==> src/rtl/dcnt200.sv <==
// -----------------------------------------------------------------------------
// dcnt200 -- presettable modulo-200 down-counter, one-shot / auto-wrap modes.
//
// Counting-down companion of the mod-200 up-counter. The 8-bit binary count is
// presented as two nibbles {QH,QL}. Load is active-low and synchronous, and
// counting is enabled by CEP & CET. TC is a combinational borrow for cascading:
// the upstream TC drives the downstream CEP.
//
// Ports
//   Clk   in   1  rising-edge clock
//   MR    in   1  asynchronous active-low master reset
//   PE    in   1  active-low synchronous parallel load
//   D     in   8  load value, clamped to 199
//   CEP   in   1  count enable, parallel
//   CET   in   1  count enable, trickle; also gates TC
//   MODE  in   1  0 = auto-wrap, 1 = one-shot (stop at 0)
//   QH    out  4  count[7:4]
//   QL    out  4  count[3:0]
//   TC    out  1  (count == 0) & CET, combinational
//   DONE  out  1  one-cycle pulse when a one-shot run ends
//   BUSY  out  1  high while in RUN
//
// State | meaning
// ------+-----------------------------------------------------------
// HALT  | counting blocked regardless of enables; only a load leaves
// RUN   | decrements on every edge with CEP & CET high
// -----------------------------------------------------------------------------
module dcnt200 (
    input  logic       Clk,
    input  logic       MR,
    input  logic       PE,
    input  logic [7:0] D,
    input  logic       CEP,
    input  logic       CET,
    input  logic       MODE,
    output logic [3:0] QH,
    output logic [3:0] QL,
    output logic       TC,
    output logic       DONE,
    output logic       BUSY
);

    localparam logic [7:0] MAX_CNT = 8'd199;

    typedef enum logic {
        HALT = 1'b0,
        RUN  = 1'b1
    } state_t;

    state_t     state;
    logic [7:0] count;
    logic [7:0] load_val;
    logic       cnt_en;
    logic       load_halts;

    assign load_val   = (D > MAX_CNT) ? MAX_CNT : D;
    assign cnt_en     = CEP & CET;
    // A one-shot loaded with zero has nothing to count: park without a DONE.
    assign load_halts = MODE & (load_val == 8'd0);

    always_ff @(posedge Clk or negedge MR) begin
        if (!MR) begin
            count <= 8'd0;
            state <= HALT;
            DONE  <= 1'b0;
        end else begin
            // DONE is a single-cycle pulse; any edge that does not end a
            // one-shot clears it, including a load colliding with the end.
            DONE <= 1'b0;
            if (!PE) begin
                count <= load_val;
                state <= load_halts ? HALT : RUN;
            end else if ((state == RUN) && cnt_en) begin
                if (!MODE) begin
                    count <= (count == 8'd0) ? MAX_CNT : count - 8'd1;
                end else if (count > 8'd1) begin
                    count <= count - 8'd1;
                end else begin
                    // count of 1 reaches zero now; a count already at 0
                    // (MODE switched to one-shot mid-run) ends immediately.
                    count <= 8'd0;
                    state <= HALT;
                    DONE  <= 1'b1;
                end
            end
        end
    end

    assign QH   = count[7:4];
    assign QL   = count[3:0];
    assign BUSY = (state == RUN);
    assign TC   = (count == 8'd0) & CET;

endmodule

==> config.mk <==
export PLATFORM = sky130hd
export DESIGN_NAME = dcnt200
export DESIGN_NICKNAME = d
export VERILOG_FILES = /design/src/rtl/dcnt200.sv
export SDC_FILE = /design/constraint.sdc
export NUM_CORES = 1
export LEC_CHECK = 0
export ABC_AREA = 1
export BUFFER_PORTS_ARGS = -buffer_cell sky130_fd_sc_hd__clkbuf_2
export CORE_MARGIN = 5
export CORE_UTILIZATION = 45
export CTS_CLUSTER_SIZE = 12
export DETAILED_ROUTE_END_ITERATION = 16
export PLACE_DENSITY = 0.72
export SLEW_MARGIN = 25
export SYNTH_ARGS = -nofsm -noshare
export SYNTH_HDL_FRONTEND = slang
export SYNTH_SLANG_ARGS = --single-unit
==> constraint.sdc <==
create_clock -name Clk -period 3.9 [get_ports Clk]
set_clock_uncertainty 0.05 [all_clocks]
set_input_delay 0.195 -clock Clk [delete_from_list [all_inputs] [get_ports Clk]]
set_output_delay 0.195 -clock Clk [all_outputs]
set_load 0.02 [all_outputs]
==> impl_metrics.ini <==
[worst_setup_path]
criticalPathCategory = flop to primary output
endpoint_kind = primary output
worst-path-buf-inv = 2
ff2ff_path_depth = 7
cp.required_ns = 3.65
worstPathMaxFanout = 5
path_cells = inv_1, ha_1, nand2_2, nor3b_1, clkbuf_2
max_stage_delay_ns = 0.42
path_delay_family = flip-flops
arrival_ns = 1.50
crit_slowest_cell = dfrtp_1
worst-path-stages = 5
critPathLaunchType = flop

[synthesis]
yosys.area_share.simple = 0.425
syn-num-nets = 136
synth.distinct_cells = 21
synth_xor_area_frac = 0.0433
yosys_warnings = 0
avgSynthCellArea_um2 = 6.80
yosysTopAreaCell = dfrtp_1
ys_top_cells_by_area = dfrtp_1 (31%), nand2_1 (16%), nor2_1 (7.0%), inv_1 (6.5%), nand3_1 (4.9%)
synth_top_family_by_area = simple AND/OR/NAND/NOR gates
synth-adder-area-share = 0.0464
synthCells = 119
syn_area_um2 = 810
synth.top_cell.area_share = 0.309
seq_area_frac_synth = 0.309
synth_compound_area_frac = 0.107
ys_ff_latch = 10
synthMuxAreaShare = 0

[sta]
post-route-period-util = 0.448
fmaxAchievable_mhz = 573
drv_slew = 0
period_needed_ns = 1.75
rsz0062_at_grt = false
setup_viol = 0
setup_tns_ns = 0
hold_slack_ns = 0.224
hold_viol = 0
slew_headroom = 0.808
layout_setup_ws_ns = 2.15
tightest_slew_ns = 0.288

[cts]
cts_made_buffers = 3
cts.clk_slew.worst_paths_ns = 0.07
cts_sinks = 10
post_cts_resized = 0
root_buffer = clkbuf_4
clkLatencyLatePin_ns = 0.26
post_cts_buffers = 0
h-tree-depth = 1
hold_buffers = 1
cts_tree = yes
clockBufferDepth = 2

[placement]
io_buffers = 24
place_ws_ns = 2.42
placed_cells = 168
place_congestion = 0.884
hpwl_um = 1620

[route]
post_drt_wl_per_cell_um = 11.5
met1_length_um = 853
wl_met3_um = 127
drtPass1Iterations = 4
via_count = 835
final_antenna_net_count = 0
met2_length_um = 1020
drc = 0
vias_per_cell = 4.83
top_layer_used = met3
routed_wl_um = 2000
first_iter_violations = 35

[pwr]
p_clk_frac = 0.247
switching_power_w = 0.000150
power.density_mw_per_mm2 = 374
leakagePower_nw = 0.557
power.internal_w = 0.000227
switching_share = 0.397
power.total_w = 0.000377
p_comb_frac = 0.385
ir_drop_uv = 212
p_seq_frac = 0.368

[worst_hold_path]
worst_hold_path.num_cells = 3
hold_path_class = primary input to flop

[run]
cap_violations = 0

[grt]
antenna_found_initial = 0
first_global_vias = 817
grt_max_degree = 11
grt_pass1_wl_um = 3510
grt-ovfl-total = 0
grtUsageTotal = 0.170

[floorplanning]
start_util = 0.469
dieArea_mm2 = 0.00275
die_w_um = 52.4
fp-row-count = 15
io_pins = 25
fp.coreArea_mm2 = 0.00173
die_h_um = 52.4

[cells_and_area]
num-fill-cells = 163
syn_to_final_growth_pct = 24.4
fin_cells = 173
nets = 166
layout_commonest_cell = nand2_1
insertedDiodeCount = 0
drive_gt1_frac = 0.264
final_cell_mix = nand2_1 (35), clkbuf_2 (24), nor2_1 (15)

[outcome]
outcome = complete, no violations
-- logic make-up (layout without fill, tap and decap cells) --
group,after synthesis,in the layout
fa+ha+maj,3,3
xor+xnor,4,4
compound gates,14,14
buf+inv,15,44
flops,10,10
simple gates,73,73
-- per-layer routing --
layer	track usage	up-vias
met4	0.0128	0
met5	0	-
met2	0.298	20
met3	0.0627	0
li1	-	435
met1	0.206	380
-- power groups by stage --
| stage | clock network [W] | registers, W | logic (W) |
|---|---|---|---|
| after detailed placement | 0 | 0.000141 | 0.000144 |
| after global routing | 0.000103 | 0.000142 | 0.000164 |
| after floorplan | 0 | 0.000153 | 0.0000855 |
| final | 0.0000929 | 0.000139 | 0.000145 |
| after global placement | 0 | 0.000140 | 0.000143 |
| after CTS | 0.0000975 | 0.000139 | 0.000146 |
-- worst reg2reg max path, delay by kind of cell (launching register included) --
family	cells	cell delay, ns
DFF	1	0.41
AOI/OAI and AO/OA	1	0.14
adders and majority gates	1	0.26
buffers and inverters	1	0.10
and+or+nand+nor	4	0.46
-- final timing paths --
check                                     start                    to  slack (ns)
min                                         CEP        DONE$_DFF_PN0_        0.22
max reg2reg                count[0]$_DFFE_PN0P_  count[5]$_DFFE_PN0P_        2.40
max                        count[0]$_DFFE_PN0P_                    TC        2.15
min in group asynchronous                    MR  count[7]$_DFFE_PN0P_        0.28
min reg2reg                count[1]$_DFFE_PN0P_  count[1]$_DFFE_PN0P_        0.49
max in group asynchronous                    MR  count[4]$_DFFE_PN0P_        3.31
-- cell usage after synthesis --
| master | count |
|---|---|
| nor2_4 | 2 |
| o21ai_0 | 4 |
| ha_1 | 3 |
| nor2_2 | 2 |
| xor2_1 | 4 |
| nor3_2 | 1 |
| a21oi_1 | 4 |
| a21oi_2 | 1 |
| nor3b_1 | 1 |
| inv_1 | 14 |
| clkinv_1 | 1 |
| nand2_4 | 1 |
| nor2_1 | 15 |
| nand3b_2 | 1 |
| nor3_1 | 2 |
| nand4_1 | 2 |
| nand3_1 | 8 |
| nand2_2 | 3 |
| dfrtp_1 | 10 |
| o21bai_1 | 5 |
| nand2_1 | 35 |
-- sequential cells by signal, indices dropped and copies added (netlist names) --
signal and cells:
BUSY 1, count 8, DONE 1
-- stage by stage --
| stage | utilization | cell area, um2 |
|---|---|---|
| after floorplan | - | 810 |
| after global placement | 0.557 | 961 |
| after detailed placement | 0.557 | 961 |
| after CTS | 0.583 | 1010 |
| after global routing | 0.583 | 1010 |
| final | 0.583 | 1010 |
-- final cells by class --
type	instances	area [um2]	area share
clock buffers	4	36.3	0.0360
inverters	15	56.3	0.0559
multi-input cells	94	503	0.499
flip-flops and latches	10	250	0.248
well taps	25	31.3	0.0311
repair buffers	25	130	0.129
Note: power is estimated with default switching activity, not from simulation.
